[src/rtl/parity_pkg.sv]
// Shared types, default sizes and the round-robin grant helper for the parity scheduler.
package parity_pkg;

  typedef enum logic [1:0] {IDLE, ACCUM, RESP} parity_state_t;

  localparam int N_REQ_DEF = 4;
  localparam int WIDTH_DEF = 32;
  localparam int CHUNK_DEF = 8;
  localparam int MAX_REQ   = 32;

  // First valid requester after 'last', wrapping at n; 0 when nothing is valid.
  function automatic int rr_next(input logic [MAX_REQ-1:0] valid, input int last, input int n);
    int grant;
    int cand;
    grant = 0;
    // Walk from the farthest candidate back so the nearest valid one wins.
    for (int k = MAX_REQ; k >= 1; k--) begin
      if (k <= n) begin
        cand = (last + k) % n;
        if (valid[cand]) grant = cand;
      end
    end
    return grant;
  endfunction

endpackage

[src/rtl/parity_unit.sv]
// Combinational CHUNK-bit XOR reduction; the single datapath shared by all requesters.
module parity_unit
  import parity_pkg::*;
#(
  parameter int CHUNK = CHUNK_DEF
) (
  input  logic [CHUNK-1:0] a,
  output logic             y
);

  assign y = ^a;

endmodule

[src/rtl/parity_scheduler.sv]
// Round-robin scheduler feeding WIDTH-bit requests chunk by chunk through one shared parity unit.
// Define PARITY_SCHEDULER_ODD_EN to return odd parity instead of the plain XOR reduction.
module parity_scheduler
  import parity_pkg::*;
#(
  parameter int N_REQ = N_REQ_DEF,
  parameter int WIDTH = WIDTH_DEF,
  parameter int CHUNK = CHUNK_DEF
) (
  input  logic                     clock,
  input  logic                     reset,
  input  logic [N_REQ-1:0]         req_valid,
  input  logic [N_REQ*WIDTH-1:0]   req_data,
  output logic [N_REQ-1:0]         req_ready,
  output logic                     rsp_valid,
  input  logic                     rsp_ready,
  output logic                     rsp_parity,
  output logic [$clog2(N_REQ)-1:0] rsp_id,
  output logic                     busy
);

  localparam int NCHUNK = WIDTH / CHUNK;
  localparam int IDX_W  = (NCHUNK > 1) ? $clog2(NCHUNK) : 1;
  localparam int ID_W   = $clog2(N_REQ);

  parity_state_t state_reg, state_next;
  logic [WIDTH-1:0] word_reg, word_next;
  logic [ID_W-1:0]  id_reg, id_next;
  logic [ID_W-1:0]  last_grant_reg, last_grant_next;
  logic             acc_reg, acc_next;
  logic [IDX_W-1:0] idx_reg, idx_next;

  logic [MAX_REQ-1:0] valid_ext;
  logic               any_valid;
  logic [ID_W-1:0]    grant_idx;
  logic [WIDTH-1:0]   req_words [N_REQ];
  logic [CHUNK-1:0]   chunks [NCHUNK];
  logic [CHUNK-1:0]   chunk_sel;
  logic               chunk_par;

  always_comb begin
    valid_ext = '0;
    valid_ext[N_REQ-1:0] = req_valid;
  end

  assign any_valid = |req_valid;
  assign grant_idx = ID_W'(rr_next(valid_ext, int'(last_grant_reg), N_REQ));

  // Grant is offered only while idle, so req_ready is one-hot or zero.
  for (genvar gi = 0; gi < N_REQ; gi++) begin : g_req
    assign req_words[gi] = req_data[gi*WIDTH +: WIDTH];
    assign req_ready[gi] = (state_reg == IDLE) && any_valid && (grant_idx == ID_W'(gi));
  end

  for (genvar gi = 0; gi < NCHUNK; gi++) begin : g_chunk
    assign chunks[gi] = word_reg[gi*CHUNK +: CHUNK];
  end

  assign chunk_sel = chunks[idx_reg];

  parity_unit #(.CHUNK(CHUNK)) u_parity (
    .a (chunk_sel),
    .y (chunk_par)
  );

  always_comb begin
    state_next      = state_reg;
    word_next       = word_reg;
    id_next         = id_reg;
    last_grant_next = last_grant_reg;
    acc_next        = acc_reg;
    idx_next        = idx_reg;
    case (state_reg)
      IDLE: begin
        if (any_valid) begin
          word_next       = req_words[grant_idx];
          id_next         = grant_idx;
          last_grant_next = grant_idx;
          acc_next        = 1'b0;
          idx_next        = '0;
          state_next      = ACCUM;
        end
      end
      ACCUM: begin
        acc_next = acc_reg ^ chunk_par;
        if (idx_reg == IDX_W'(NCHUNK - 1)) begin
          idx_next   = '0;
          state_next = RESP;
        end else begin
          idx_next = idx_reg + IDX_W'(1);
        end
      end
      RESP: begin
        if (rsp_ready) state_next = IDLE;
      end
      default: state_next = IDLE;
    endcase
  end

  always_ff @(posedge clock) begin
    if (reset) begin
      state_reg      <= IDLE;
      word_reg       <= '0;
      id_reg         <= '0;
      last_grant_reg <= ID_W'(N_REQ - 1);
      acc_reg        <= 1'b0;
      idx_reg        <= '0;
    end else begin
      state_reg      <= state_next;
      word_reg       <= word_next;
      id_reg         <= id_next;
      last_grant_reg <= last_grant_next;
      acc_reg        <= acc_next;
      idx_reg        <= idx_next;
    end
  end

  assign rsp_valid = (state_reg == RESP);
  assign rsp_id    = id_reg;
  assign busy      = (state_reg != IDLE);

  // Gated by rsp_valid so the idle value is 0 in both parity senses.
`ifdef PARITY_SCHEDULER_ODD_EN
  assign rsp_parity = rsp_valid & ~acc_reg;
`else
  assign rsp_parity = rsp_valid & acc_reg;
`endif

endmodule
[config.mk]
export PLATFORM = sky130hd
export DESIGN_NAME = parity_scheduler
export DESIGN_NICKNAME = d
export VERILOG_FILES = /design/src/rtl/parity_pkg.sv /design/src/rtl/parity_unit.sv /design/src/rtl/parity_scheduler.sv
export SDC_FILE = /design/constraint.sdc
export NUM_CORES = 1
export LEC_CHECK = 0
export CAP_MARGIN = 20
export CORE_MARGIN = 3
export CORE_UTILIZATION = 41
export CTS_BUF_LIST = sky130_fd_sc_hd__clkbuf_8
export DETAILED_ROUTE_END_ITERATION = 10
export GPL_ROUTABILITY_DRIVEN = 0
export PLACE_DENSITY = 0.93
export SLEW_MARGIN = 20
export SYNTH_ARGS = -nofsm -noshare
export SYNTH_HDL_FRONTEND = slang
export SYNTH_SLANG_ARGS = --single-unit
[constraint.sdc]
create_clock -name clock -period 2.6 [get_ports clock]
set_clock_uncertainty 0.05 [all_clocks]
set_input_delay 0.52 -clock clock [delete_from_list [all_inputs] [get_ports clock]]
set_output_delay 0.52 -clock clock [all_outputs]
set_load 0.005 [all_outputs]
Yosys cells after proc, flatten, opt, wreduce, memory -nomap -nowiden:

Cells that the tools add are included.

* word-level logic and storage cells: 83
* output and inout bits: 9
* register bits after elaboration: 41

* reduce and logical (&&, ||, !) cells: 18
* bitwise operators: 8
* equality and inequality tests: 9
* $lt $le $gt $ge: 6
* multiplexer cells: 31
* add/sub/neg operators: 5

Operators by type and width (count)
* 32-bit binary-select mux with 2-bit select: 1
* 32-bit 2-to-1 mux: 2
* 3-bit by 7-bit < comparator with 1-bit output, second input constant: 4
* 2-bit 2-to-1 mux: 9
* 8-bit binary-select mux with 2-bit select: 1
* 8-bit 2-to-1 mux: 2
* 1-bit binary-select mux with 3-bit select: 4
* 1-bit 2-to-1 mux: 9
* 2-bit equality test, second input constant: 4
* 2-bit OR reduction: 4
* 8-bit parity: 1
* 2-bit by 1-bit adder with 2-bit output, second input constant: 3
* 3-bit greater-or-equal comparator, second input constant: 2
* 2-bit inverter with 3-bit output: 2
* 2-bit case mux with 3 select lines: 1
* 1-bit logical AND: 5
* 2-bit adder, second input constant: 2
* 1-bit AND, first input constant: 4
* 2-bit by 1-bit equality test with 1-bit output, second input constant: 2
* 2-bit zero test: 2
* 2-bit != test, second input constant: 2
* 2-bit case mux with 2 select lines: 1
* 2-bit AND reduction: 2
* 2-bit nonzero test: 2
* 6 further kinds: 6

Logic depth before layout (Yosys ltp):

* word-level depth: 14
* gate-level depth with buffers: 8

Hierarchy:

A second synthesis with hierarchy kept.

* cells, all modules: 300
* area, all modules: 2907.8 um^2

Modules (own cells, without submodules)
* parity_scheduler: area an instance 2846.5 um^2, cells each 293, times used 1
* parity_unit: area an instance 61.3 um^2, cells each 7, times used 1

Worst setup path after synthesis:

No wires, ideal clock.

* path type: input-to-output
* start point: input port req_valid[2]
* end point: output port req_ready[1]
* path slack: 0.389 ns
* stages on the path: 6
* data arrival time: 1.641 ns
* cell sequence: nand2b_1 > a21boi_1 > o21ai_2 > buf_2 > clkbuf_1 > and3_1

* longest elaborated chain between the ends: 9
* elaborated cells between the ends (all ways): 20
* classes of those cells: 1 x eq/ne; 16 x mux; 3 x reduce/logical

Ends and longest elaborated chain
* start, declared: line parity_scheduler.sv:12 `input logic [N_REQ-1:0] req_valid,`
* 1-bit binary-select mux with 3-bit select: line parity_pkg.sv:20 `if (valid[cand]) grant = cand;`
* 1-bit 2-to-1 mux (implied by the code) (2 in series): line parity_pkg.sv:20
* 2-bit 2-to-1 mux (4 in series): line parity_pkg.sv:20
* 2-bit by 1-bit equality test with 1-bit output: line parity_scheduler.sv:52 `assign req_ready[gi] = (state_reg == IDLE) && any_valid && (grant_idx == ID_W'(gi));`
* 1-bit logical AND (*): line parity_scheduler.sv:52
* end, declared: line parity_scheduler.sv:14 `output logic [N_REQ-1:0] req_ready,`

Mark *: on every way between the ends. The rest lies on a longest branch, timed or not. The select of a mux whose other input is x is not followed.

Worst setup path in the final report:

* start point: input port req_valid[0]
* end point: output port req_ready[2]

* longest elaborated chain between the ends: 9
* elaborated cells between the ends (all ways): 20
* classes of those cells: 1 x eq/ne; 16 x mux; 3 x reduce/logical

Ends and longest elaborated chain (line)
* 1-bit binary-select mux with 3-bit select: parity_pkg.sv:20
* 1-bit 2-to-1 mux (implied by the code) (2 in series): parity_pkg.sv:20
* 2-bit 2-to-1 mux (4 in series): parity_pkg.sv:20
* 2-bit equality test: parity_scheduler.sv:52
* 1-bit logical AND (*): parity_scheduler.sv:52

Marked as above.

==> results.ini <==
[status]
status=finished clean

[setup_path]
r2r_start=last_grant_reg[1]
worstPathCellList=dlygate4sd2_1 -> o21ai_2 -> a21boi_2 -> or3_4 -> buf_4 -> nor3_1 -> clkbuf_2
arrival_ns=1.89
path_class=input port to output pin
path_max_fanout=3
regToRegEndpoint=word_reg[0]
ff2ff_path_depth=8
cp.required_ns=2.03
slowest_stage=or3_4
startpoint_type=input port
crit_path_max_incr_delay_ns=0.40
end_kind=output pin
reg2reg_setup_slack_ns=0.38

[global_routing]
grt_pass1_vias=3076
grt_pass1_wl_um=13500
grt_usage_pct=21.8
grt_antenna_before_repair=0
grt_remaining_overflow=0
grt_max_degree=43

[synthesis]
syn_inst=343
synth-simple-area-share_pct=14.1
synth_compound_area_share_pct=27.7
yosysSeqAreaShare_pct=30.0
yosys_warnings=0
synth_area_um2=2740
avgSynthCellArea_um2=7.98
synthXorXnorAreaFrac_pct=8.96
synthAdderAreaFrac_pct=0.457
synthFlopType=dfxtp_1
ys_types=36
synthArstFlopShare_pct=0
synth_nets=479
synth_top_family_by_area=compound AO/OA/AOI/OAI gates
synth-edff-count=0
synth.ff_latch_count=41
muxShareOfSynthArea_pct=12.9

[clocking]
clockRootBuffer=clkbuf_8
cts_tree=yes
clock_sinks=41
cts_made_buffers=5
clk_pin_slew_ns=0.08
hold_buffers=0
cts_buffer_depth=2
clock_latency_ns=0.29
cts-htree-levels=2

[timing]
report.final.slew_viol_count=0
fmax_ghz=0.407
min_period_over_period_pct=94.6
relSlewSlack_pct=69.3
setup-tns-final_ns=0
hold_viol_final=0
rsz0062_at_grt=no
setup_violations=0
min_period_ns=2.46
worst_slew_pin_slew_ns=0.461

[detailed_routing]
drtIter0Drc=150
vias=3074
wire_per_inst_um=15.0
drt-vias-per-instance=5.50
ant_nets=0
drc=0
first_pass_iters=4
drt_wl_total_um=8370

[floorplanning]
design.die.area_um2=7690
die_y_um=87.7
fp.dieW_um=87.7
rows=29
core_um2=6420
start_util_pct=42.6
ios=144

[worst_hold_path]
min_from=word_reg[29]
hold_path.class=flip-flop to flip-flop
hold_depth=2
hold_path_end=word_reg[29]

[cells_and_area]
drive_above_1_share_pct=8.51
area_delta_synth_final_pct=61.2
fin_util_pct=68.7
final_net_count=617
largest_reg_flops=32
antennaDiodeCount=0

[pwr]
p_leak_nw=1.72
p_per_area_nw_per_um2=525
finalPower_mw=2.32
irDropWorstVdd_uv=278

[place]
hpwl_um=6650
portBuffers=143

[job]
maxCapViolations=0

==> worst max path at each step <==
stage | startpoint | endpoint | slack (ns)
2_1_floorplan | req_valid[2] | req_ready[1] | 0.39
3_3_place_gp | req_valid[3] | req_ready[2] | -0.34
3_5_place_dp | req_valid[3] | req_ready[2] | -0.44
4_1_cts | req_valid[0] | req_ready[2] | 0.009
5_1_grt | req_valid[3] | req_ready[0] | 0.07
6_report | req_valid[0] | req_ready[2] | 0.14
==> cell usage in the layout, fill, tap and decap left out, drive strengths merged, types with 2 or more instances in the layout <==
cell type      Yosys  routed
clkbuf            20       8
mux2i             33      33
dlygate4sd2        0       4
inv                3       4
nor2              10      10
and3               2       2
xnor2             28      28
o21ai              3       3
nand2b             5       5
a221o             32      32
a21oi             68      68
nor3               4       4
dfxtp             41      41
buf               11      19
clkdlybuf4s50      0     135
nand2             65      65
nor2b              2       2
a21boi             2       2
==> where the power goes <==
| part | switching, mW | total, mW | internal [mW] |
|---|---|---|---|
| Clock | 0.204 | 0.513 | 0.309 |
| Sequential | 0.0580 | 0.768 | 0.710 |
| Combinational | 0.451 | 1.03 | 0.583 |
| Total | 0.713 | 2.32 | 1.60 |
==> per-layer routing <==
metal | GRT usage (%) | share of wire [%] | vias up
met3 | 3.67 | 4.6 | 20
met1 | 24.9 | 38 | 1427
li1 | - | - | 1509
met5 | 0 | 0 | -
met4 | 7.53 | 2.4 | 0
met2 | 40.8 | 55 | 118
==> stage by stage <==
| step | hold slack, ns | std cells | worst slack [ns] | area (µm²) |
|---|---|---|---|---|
| floorplan | 0.384 | 343 | 0.389 | 2740 |
| detailed placement | 0.411 | 547 | -0.438 | 4240 |
| CTS | 0.421 | 558 | 0.00937 | 4410 |
| global placement | 0.401 | 547 | -0.338 | 4240 |
| finish | 0.418 | 559 | 0.141 | 4410 |
| global route | 0.445 | 559 | 0.0680 | 4410 |
==> Yosys cell counts, types with 2 or more instances <==
master	count	area, µm²
a21oi_1	68	340
xnor2_1	28	245
a221o_1	32	320
nand2b_1	5	31.3
inv_1	3	11.3
nor2_1	10	37.5
a21boi_1	2	15.0
clkbuf_4	2	15.0
mux2i_1	33	330
dfxtp_1	41	821
nand2_1	65	244
and3_1	2	12.5
clkbuf_1	18	67.6
nor2b_1	2	12.5
buf_6	2	22.5
buf_2	8	40.0
nor3_1	3	15.0
==> cell families (layout without fill, tap and decap cells) <==
group	count (synthesis)	count (layout)
AOI/OAI and AO/OA	113	113
xor gates and xnor gates	28	28
adders and majority gates	1	1
buffers and inverters	34	173
DFF	41	41
muxes	34	34
and+or+nand+nor	92	92
==> area by class of cell <==
class | count | area, µm²
well taps | 77 | 96.3
clock inverters | 2 | 33.8
flip-flops and latches | 41 | 821
repair buffers | 162 | 1560
clock buffers | 6 | 82.6
inverters | 3 | 11.3
fillers | 523 | 2010
multi-input cells | 268 | 1800
==> worst max-delay path: cells and delay by family <==
kind / cells / cell delay, ns
buffers and inverters: 3 / 0.59
AO/OA/AOI/OAI: 2 / 0.23
AND/OR/NAND/NOR: 2 / 0.56
==> what timing repair did <==
action	4_1_cts	5_1_grt
endpoints found under the hold margin	0	0
buffers inserted	3	1
pin swaps	5	2
gates resized for setup	17	4
gates cloned	0	0
setup endpoints to repair	5	2
No activity file was read; power rests on OpenSTA's default activity.
